===== config.mk =====
export PLATFORM = sky130hd
export DESIGN_NAME = md_scheduler_flat
export DESIGN_NICKNAME = d
export VERILOG_FILES = /design/src/rtl/md_pkg.sv /design/src/rtl/md_if.sv /design/src/rtl/md_op_decode.sv /design/src/rtl/md_scheduler.sv /design/src/flat_wrapper.sv
export SDC_FILE = /design/constraint.sdc
export NUM_CORES = 1
export LEC_CHECK = 0
export ABC_CLOCK_PERIOD_IN_PS = 2040
export BUFFER_PORTS_ARGS = -buffer_cell sky130_fd_sc_hd__buf_2
export CAP_MARGIN = 20
export CORE_AREA = 8 8 45 47
export DETAILED_ROUTE_END_ITERATION = 10
export DIE_AREA = 0 0 53 55
export GPL_TIMING_DRIVEN = 0
export PLACE_DENSITY = 0.65
export SLEW_MARGIN = 40
export SYNTH_ARGS = -nofsm -noshare
export SYNTH_HDL_FRONTEND = slang
export SYNTH_SLANG_ARGS = --single-unit
export TNS_END_PERCENT = 100

===== constraint.sdc =====
create_clock -name clk -period 2.04 [get_ports clk]
set_input_delay 0.102 -clock clk [delete_from_list [all_inputs] [get_ports clk]]
set_output_delay 0.102 -clock clk [all_outputs]
set_load 0.1 [all_outputs]

===== src/rtl/md_pkg.sv =====
// Shared definitions for the HI/LO multiply/divide sequencing logic.
package md_pkg;

  // Encoding of the E-stage mult/div/move request (req_op).
  typedef enum logic [2:0] {
    OP_MULT  = 3'd0,
    OP_MULTU = 3'd1,
    OP_DIV   = 3'd2,
    OP_DIVU  = 3'd3,
    OP_MFHI  = 3'd4,
    OP_MFLO  = 3'd5,
    OP_MTHI  = 3'd6,
    OP_MTLO  = 3'd7
  } md_op_e;

  // Default launch-to-commit latencies of the calculator.
  localparam int MULT_LAT_D = 5;
  localparam int DIV_LAT_D  = 10;

  // Scheduler states: IDLE accepts requests, RUN counts an operation down.
  typedef enum logic {
    IDLE = 1'b0,
    RUN  = 1'b1
  } state_e;

endpackage


===== src/rtl/md_if.sv =====
// Request/response bundle between the pipeline and the md scheduler.
interface md_if #(
  parameter int CNT_W = 4
);
  logic             req_valid;
  logic [2:0]       req_op;
  logic             d_uses_md;
  logic             cancel;
  logic             launch;
  logic [1:0]       calc_ctrl;
  logic             commit;
  logic             wr_hi;
  logic             wr_lo;
  logic             rd_lo;
  logic             stall;
  logic             busy;
  logic [CNT_W-1:0] count;

  // Pipeline side: presents requests, consumes control outputs.
  modport master (
    output req_valid, req_op, d_uses_md, cancel,
    input  launch, calc_ctrl, commit, wr_hi, wr_lo, rd_lo, stall, busy, count
  );

  // Scheduler side.
  modport slave (
    input  req_valid, req_op, d_uses_md, cancel,
    output launch, calc_ctrl, commit, wr_hi, wr_lo, rd_lo, stall, busy, count
  );
endinterface


===== src/rtl/md_op_decode.sv =====
// Pure decode of req_op into the classes the scheduler acts on.
module md_op_decode
  import md_pkg::*;
(
  input  logic [2:0] req_op,
  output logic       is_calc,
  output logic       is_div,
  output logic       is_unsigned,
  output logic       is_mfrom,
  output logic       is_mto,
  output logic       target_lo
);

  // Classify the opcode; target_lo selects LO for moves and the signed/unsigned bit for calcs.
  always_comb begin
    is_calc     = 1'b0;
    is_div      = 1'b0;
    is_unsigned = 1'b0;
    is_mfrom    = 1'b0;
    is_mto      = 1'b0;
    target_lo   = req_op[0];
    unique case (md_op_e'(req_op))
      OP_MULT, OP_MULTU, OP_DIV, OP_DIVU: begin
        is_calc     = 1'b1;
        is_div      = req_op[1];
        is_unsigned = req_op[0];
      end
      OP_MFHI, OP_MFLO: is_mfrom = 1'b1;
      OP_MTHI, OP_MTLO: is_mto   = 1'b1;
      default: ;
    endcase
  end

endmodule


===== src/rtl/md_scheduler.sv =====
// Launch/commit sequencer and D-stage stall for the HI/LO multiply/divide unit.
module md_scheduler
  import md_pkg::*;
#(
  parameter int MULT_LAT = MULT_LAT_D,
  parameter int DIV_LAT  = DIV_LAT_D,
  parameter int CNT_W    = 4
) (
  input  logic  clk,
  input  logic  reset,
  md_if.slave   bus
);

  localparam logic [CNT_W-1:0] MULT_CNT = CNT_W'(MULT_LAT);
  localparam logic [CNT_W-1:0] DIV_CNT  = CNT_W'(DIV_LAT);

  state_e           state_q, state_d;
  logic [CNT_W-1:0] cnt_q, cnt_d;
  logic             div_q;
  logic             is_calc, is_div, is_unsigned, is_mfrom, is_mto, target_lo;
  logic             launch, commit, wr_hi, wr_lo, first;
  logic [1:0]       calc_ctrl;

  md_op_decode u_decode (
    .req_op      (bus.req_op),
    .is_calc     (is_calc),
    .is_div      (is_div),
    .is_unsigned (is_unsigned),
    .is_mfrom    (is_mfrom),
    .is_mto      (is_mto),
    .target_lo   (target_lo)
  );

  // Next state, counter and one-cycle strobes; requests are only honoured in IDLE.
  always_comb begin
    // NOTE: every output of this block is defaulted first so no path leaves a value held, which would infer a latch.
    state_d   = state_q;
    cnt_d     = cnt_q;
    launch    = 1'b0;
    calc_ctrl = 2'b00;
    commit    = 1'b0;
    wr_hi     = 1'b0;
    wr_lo     = 1'b0;
    first     = 1'b0;
    unique case (state_q)
      IDLE: begin
        if (bus.req_valid && !reset) begin
          if (is_calc) begin
            launch    = 1'b1;
            calc_ctrl = {is_div, is_unsigned};
            state_d   = RUN;
            cnt_d     = is_div ? DIV_CNT : MULT_CNT;
          end
          if (is_mto) begin
            wr_hi = !target_lo;
            wr_lo = target_lo;
          end
        end
      end
      RUN: begin
        // A flush can only hit the operation in its first RUN cycle; it beats a latency-1 commit.
        first = (cnt_q == (div_q ? DIV_CNT : MULT_CNT));
        if (first && bus.cancel) begin
          state_d = IDLE;
          cnt_d   = '0;
        end else if (cnt_q == CNT_W'(1)) begin
          commit  = !reset;
          state_d = IDLE;
          cnt_d   = '0;
        end else begin
          cnt_d = cnt_q - 1'b1;
        end
      end
      default: ;
    endcase
  end

  // State, counter and operation kind registers with synchronous reset.
  always_ff @(posedge clk) begin
    // NOTE: sequential state uses non-blocking assignments so every register samples pre-edge values.
    if (reset) begin
      state_q <= IDLE;
      cnt_q   <= '0;
      div_q   <= 1'b0;
    end else begin
      state_q <= state_d;
      cnt_q   <= cnt_d;
      if (launch) div_q <= is_div;
    end
  end

  assign bus.launch    = launch;
  assign bus.calc_ctrl = calc_ctrl;
  assign bus.commit    = commit;
  assign bus.wr_hi     = wr_hi;
  assign bus.wr_lo     = wr_lo;
  assign bus.rd_lo     = is_mfrom & target_lo;
  assign bus.busy      = (state_q == RUN);
  assign bus.count     = cnt_q;
  assign bus.stall     = bus.d_uses_md & (bus.busy | launch);

endmodule


===== src/flat_wrapper.sv =====
// flat-port wrapper written by rule: the top's interface ports become plain ports
module md_scheduler_flat import md_pkg::*;
#(
  parameter int MULT_LAT = MULT_LAT_D,
  parameter int DIV_LAT  = DIV_LAT_D,
  parameter int CNT_W    = 4
)
  (clk, reset, bus_req_valid, bus_req_op, bus_d_uses_md, bus_cancel, bus_launch, bus_calc_ctrl, bus_commit, bus_wr_hi, bus_wr_lo, bus_rd_lo, bus_stall, bus_busy, bus_count);
  md_if #(.CNT_W(CNT_W)) bus_i ();
  input  logic clk;
  input  logic reset;
  input wire logic [$bits(bus_i.req_valid)-1:0] bus_req_valid;
  input wire logic [$bits(bus_i.req_op)-1:0] bus_req_op;
  input wire logic [$bits(bus_i.d_uses_md)-1:0] bus_d_uses_md;
  input wire logic [$bits(bus_i.cancel)-1:0] bus_cancel;
  output wire logic [$bits(bus_i.launch)-1:0] bus_launch;
  output wire logic [$bits(bus_i.calc_ctrl)-1:0] bus_calc_ctrl;
  output wire logic [$bits(bus_i.commit)-1:0] bus_commit;
  output wire logic [$bits(bus_i.wr_hi)-1:0] bus_wr_hi;
  output wire logic [$bits(bus_i.wr_lo)-1:0] bus_wr_lo;
  output wire logic [$bits(bus_i.rd_lo)-1:0] bus_rd_lo;
  output wire logic [$bits(bus_i.stall)-1:0] bus_stall;
  output wire logic [$bits(bus_i.busy)-1:0] bus_busy;
  output wire logic [$bits(bus_i.count)-1:0] bus_count;
  assign bus_i.req_valid = bus_req_valid;
  assign bus_i.req_op = bus_req_op;
  assign bus_i.d_uses_md = bus_d_uses_md;
  assign bus_i.cancel = bus_cancel;
  assign bus_launch = bus_i.launch;
  assign bus_calc_ctrl = bus_i.calc_ctrl;
  assign bus_commit = bus_i.commit;
  assign bus_wr_hi = bus_i.wr_hi;
  assign bus_wr_lo = bus_i.wr_lo;
  assign bus_rd_lo = bus_i.rd_lo;
  assign bus_stall = bus_i.stall;
  assign bus_busy = bus_i.busy;
  assign bus_count = bus_i.count;
  md_scheduler #(.MULT_LAT(MULT_LAT), .DIV_LAT(DIV_LAT), .CNT_W(CNT_W)) u_core (.clk(clk), .reset(reset), .bus(bus_i));
endmodule

======== After elaboration in Yosys (flattened, before gate mapping) ========
Index checks and enable logic that the tools add are counted.
operators by class
  bitwise operators ....................... 4
  eq/ne operators ......................... 11
  $add $sub $neg .......................... 1
  reduce and logical (&&, ||, !) cells .... 9
  multiplexer cells ....................... 30
operators with widths
  kind                                                                      number
  4-bit two-way mux                                                         6
  1-bit two-way mux                                                         19
  3-bit equality test (second input constant)                               4
  4-bit case mux with 2 select lines                                        1
  3-bit by 2-bit equality test with 1-bit output (second input constant)    2
  2-bit two-way mux                                                         3
  4-bit by 1-bit equality test with 1-bit output (second input constant)    1
  4-bit equality test                                                       1
  2-bit by 1-bit inequality test with 1-bit output (second input constant)  2
  2-bit OR reduction                                                        2
  4-bit OR reduction                                                        1
  4-bit by 1-bit subtractor with 4-bit output (second input constant)       1
  3-bit by 1-bit equality test with 1-bit output (second input constant)    1
  3-bit logical NOT                                                         1
  1-bit AND                                                                 2
  1-bit logical AND                                                         2
  1-bit logical NOT                                                         2
  1-bit case mux with 2 select lines                                        1
  2-bit AND reduction                                                       1
  1-bit inverter                                                            1
  1-bit OR                                                                  1
word-level totals
  flip-flop bits (word level) ............. 6
  input port bits ......................... 8

======== Logic depth before layout (Yosys ltp) ========
  word-level depth ........................ 8
  gate-level depth with buffers ........... 5

======== Hierarchy ========
A second synthesis with hierarchy kept.
second synthesis, totals
  cell total of the unflattened synthesis .. 62
  area, all modules ....................... 491.7 µm²
modules (own cells, without submodules)
  module        instances  cells each  area an instance (µm²)
  md_scheduler  1          56          455.4
  md_op_decode  1          6           36.3

======== Least setup slack after synthesis ========
No wires, ideal clock.
  path kind ............................... register to output
  from .................................... register u_core.cnt_q[0] (netlist: u_core.bus.count[0])
  to ...................................... output bus_commit
  setup slack ............................. -1.708 ns
  stages on the path, launching flop included .. 4
  arrival time ............................ 3.646 ns
  data required time ...................... 1.938 ns
  buffers on the path ..................... 0
  cell sequence ........................... dfxtp_1 -> ha_1 -> nand3_1 -> nor3b_1
between the ends
  word-level cells in the longest chain between the ends .. 4
  elaborated cells on any way between the ends .. 6
  classes of those cells .................. eq/ne (2); mux (3); reduce/logical (1)
RTL lines
  element                                                                                RTL line                                RTL
  from (decl)                                                                            md_scheduler.sv:18                      logic [CNT_W-1:0] cnt_q, cnt_d;
  from (signal assigned)                                                                 md_scheduler.sv:87                      cnt_q <= cnt_d;
  4-bit by 1-bit equality test with 1-bit output or 4-bit equality test (tied branches)  md_scheduler.sv:66, md_scheduler.sv:62
  1-bit two-way mux or 1-bit logical AND (tied branches)                                 md_scheduler.sv:66, md_scheduler.sv:63
  1-bit two-way mux *                                                                    md_scheduler.sv:63                      if (first && bus.cancel) begin
  1-bit two-way mux *                                                                    md_scheduler.sv:45                      unique case (state_q)
  to (decl)                                                                              flat_wrapper.sv:18                      output wire logic [$bits(bus_i.commit)-1:0] bus_commit;
Mark *: on every way between the ends. The rest lies on a longest branch, timed or not.

======== Worst setup path after layout ========
  from .................................... register u_core.state_q (netlist: u_core.bus.busy)
  to ...................................... output bus_wr_hi
between the ends
  word-level cells in the longest chain between the ends .. 1
RTL lines
  element                 RTL line            RTL
  from (decl)             md_scheduler.sv:17  state_e state_q, state_d;
  from (signal assigned)  md_scheduler.sv:86  state_q <= state_d;
  1-bit two-way mux       md_scheduler.sv:45
  to (decl)               flat_wrapper.sv:19  output wire logic [$bits(bus_i.wr_hi)-1:0] bus_wr_hi;
No other way between the ends.

==> results summary <==
The flip-flop and latch area is 122.6 um2. For this run, the detailed router's first-pass iteration total came to 6. Between clock sinks in the finished design, the worst skew comes to 0.005852 ns. In this run the worst hold path is classified as in -> reg. The share of total power in the clock network is 0.240. The number of max-slew violations in the final report is 0.

In the final routed layout, each cell accounts on average for 12.97 um. Setup violations remaining at the end of the flow were counted as 0. The CTS tree is done.

The final core area utilization came out at 0.4494. The peak supply drop is ~190 uV. The count of yosys warnings during synthesis came out at 0. The switching component of the power came out at 205.3 uW. In this run, synthesis produced a sequential element count of 6. The count of nets left with antenna violations once routing finished came out at 0. Measured along the x axis, the die boundary spans 53 um. In the final design database the tool counted 88 nets. The root buffer cell chosen for the clock tree is sky130_fd_sc_hd__clkbuf_4.

The total overflow reported by the global router came out at 0. The distinct cell type count after synthesis came out at 32. In the global route stage, overall resource usage came out at 0.09081. For the worst-skew pair, the clock arrives at the later sink with an insertion delay of between 0.2 and 0.25 ns. The largest stage delay on the critical path came out at 0.42 ns. At the pin with the least slew margin, the transition time is ~0.5 ns. The post-cts repair resize count is 0. Setup repair after global routing left no endpoint under its margin.

Leaving out fill and tap cells, the most frequent cells in the layout are sky130_fd_sc_hd__buf_2, sky130_fd_sc_hd__inv_1, sky130_fd_sc_hd__a21oi_1, sky130_fd_sc_hd__dfxtp_1. The final period demand of the worst path is 1.908 ns. Overall power consumption after layout is estimated at 449.6 uW. The internal power came out at 244.3 uW. The worst-case headroom to the max-slew limit came out at 0.6727. In this run the vertical extent of the chip is 55 um. The post-CTS setup-driven buffer insertion count is 0. The die area is just under 0.003 mm2. The number of DRC violations after detailed-routing iteration 0 came out at 9.

The sequential group share of total power came out at 0.315. The flow ran to the end, and the final reports show no timing, DRC or antenna violations. The count of buffers added on input and output ports is 19.

The number of top-level pins came out at 21. Entering global routing, the biggest net connects 11 pins. 0 antenna diodes ended up in the layout. The HPWL reported at the end of detailed placement came out at ~960 um. The cell that appears most often on the critical path is sky130_fd_sc_hd__buf_2. The sequential fraction of the synthesis area is 0.2616. The cell area reported after detailed placement came out at 599.3 um2. The synthesized instance count is 54. The final wirelength came out at 1193 um. The final worst-path cycle share is 0.9351. The area of the core is 0.001384 mm2. The count of non-filler cells in the finished layout came out at 92.

Compared with the post-synthesis result, the final layout area differs by 35.42%. Dividing the synthesized area by the synthesized cell count gives between 8 and 9 um2. The multi-input combinational cells in the finished layout cover a total of 319.1 um2. The deepest clock path buffer count came out at 2.

Summing every instance area after synthesis gives 459.2 um2. The TritonCTS buffer count is 3. The kind of capture point of the worst setup path is a primary output. For this run, design rule violations remaining after detail routing come to 0. Counting tap cells, the placed design contains a total of 89 instances. The power density over cell area came out at about 720 mW/mm2. Summed over all cells, the static leakage comes to a little over 0.0003 uW. The via count is 476. Buffers inserted to repair hold after CTS numbered 0. The switching part of the total power came out at 0.4566.

The data arrival at the endpoint of the critical path came out at 1.81 ns. By area the synthesized netlist is led by sky130_fd_sc_hd__dfxtp_1, sky130_fd_sc_hd__ha_1, sky130_fd_sc_hd__inv_1, sky130_fd_sc_hd__nor3b_1, sky130_fd_sc_hd__a21oi_1. The number of max-capacitance violations reported came out at 0.

The largest area contributor in the netlist is sky130_fd_sc_hd__dfxtp_1. The slowest stage of the critical path belongs to the cell sky130_fd_sc_hd__buf_2. The CTS sink count came out at 6. Data on the critical path is required at its endpoint by 1.94 ns.

The share of total power dissipated in combinational logic is 0.444. The effective utilization at floorplan came out at 0.3318. The final hold violation count was 0. The critical path is of the reg -> out type. The routability congestion estimate from global placement came out at about 0.75. The share of synthesized area in the top cell type comes to 0.2616. The layout cell share with drive strength beyond 1 came out at 0.4737. The number of H-tree branching levels came out at 1. The via count of the first global-routing pass is 423. The final cell area excluding filler cells is between 600 and 700 um2. The average vias per placed instance is 5.174. The maximum achievable frequency is ~0.52 GHz. The library cell used most frequently in the layout, excluding fill and tap cells, is sky130_fd_sc_hd__buf_2. After filler insertion, the fill cell instance count of the layout stands at 139.

The critical path goes through buf_2, nor4b_1, nand2_1, nor2_4, buf_2. The clock transition at the register clock pins on the worst setup and hold paths after CTS is 0.05 ns. The net count after synthesis came out at 64.

Of all nets on the critical path, the largest fanout is 10. The worst hold slack came out at between 0.07 and 0.08 ns. The number of antenna violations at the first check in global routing came to 0. The wire length of the first global-routing pass came out at just under 2000 um. The startpoint kind of the worst setup timing path is a register. The count of standard-cell rows is 14.
final cells by class:
class	instances	area share
inverters	7	0.04225
plain buffers	2	0.02616
clock buffers	3	0.03622
flip-flops and latches	6	0.1972
well taps	16	0.03219
repair buffers	19	0.1529
multi-input cells	39	0.5131
flip-flops by register name, summed over array words and instances, names as in the netlist:
| register | flops |
|---|---|
| u_core.div_q | 1 |
| u_core.bus.count | 4 |
| u_core.bus.busy | 1 |
critical path: cells and delay by family, from the launching register on:
kind | cells | cell delay [ns]
buf+inv | 2 | 0.60
flops | 1 | 0.32
simple gates | 3 | 0.65
routing by layer:
| metal | vias to the layer above | share of wire | GRT usage |
|---|---|---|---|
| met1 | 213 | 0.43 | 0.1037 |
| li1 | 243 | - | - |
| met4 | 0 | 0.016 | 0.06466 |
| met3 | 2 | 0.057 | 0.02674 |
| met5 | - | 0 | 0 |
| met2 | 18 | 0.49 | 0.1426 |
path summary, 6_finish.rpt:
path | start | slack [ns] | end | depth (start not counted)
worst max-delay path | u_core.bus.busy$_SDFF_PP0_ | 0.13 | bus_wr_hi | 5
worst min-delay path | reset | 0.07 | u_core.bus.count[0]$_SDFFE_PP0P_ | 2
worst max register to register | u_core.bus.count[1]$_SDFFE_PP0P_ | 0.62 | u_core.bus.count[2]$_SDFFE_PP0P_ | 5
worst min register to register | u_core.div_q$_SDFFE_PP0P_ | 0.52 | u_core.div_q$_SDFFE_PP0P_ | 1
power groups by stage:
stage	Clock (uW)	Combinational [uW]	Sequential, uW
final	108	200	142
after global placement	0	199	143
after global routing	126	211	144
after detailed placement	0	200	143
after floorplan	0	101	208
after CTS	114	201	141
cell families after synthesis:
group | synth area share
xor gates and xnor gates | 0.03815
buffers and inverters | 0.09262
AOI/OAI and AO/OA | 0.2616
adders and majority gates | 0.05449
and+or+nand+nor | 0.2916
DFF | 0.2616
synth_stat cells, drive strengths merged:
master   number
nand2         2
a21oi         4
or3b          1
o21bai        1
nand3b        1
nor3b         3
xnor2         1
nor3          1
a31oi         1
nand3         2
inv           7
a221oi        1
and2          2
a221o         1
and3          2
a2111oi       1
and3b         1
xor2          1
ha            2
nor4b         1
a211oi        1
buf           2
a31o          1
a41oi         1
o21a          1
a32oi         1
nor2          5
dfxtp         6
per-stage QoR:
| step | setup TNS, ns | setup WS [ns] |
|---|---|---|
| floorplan | -0.1470 | -0.1181 |
| global placement | 0 | 0.4264 |
| detailed placement | 0 | 0.3910 |
| CTS | 0 | 0.1165 |
| global route | 0 | 0.02035 |
| finish | 0 | 0.1323 |
(Power assumes the default switching activity.)
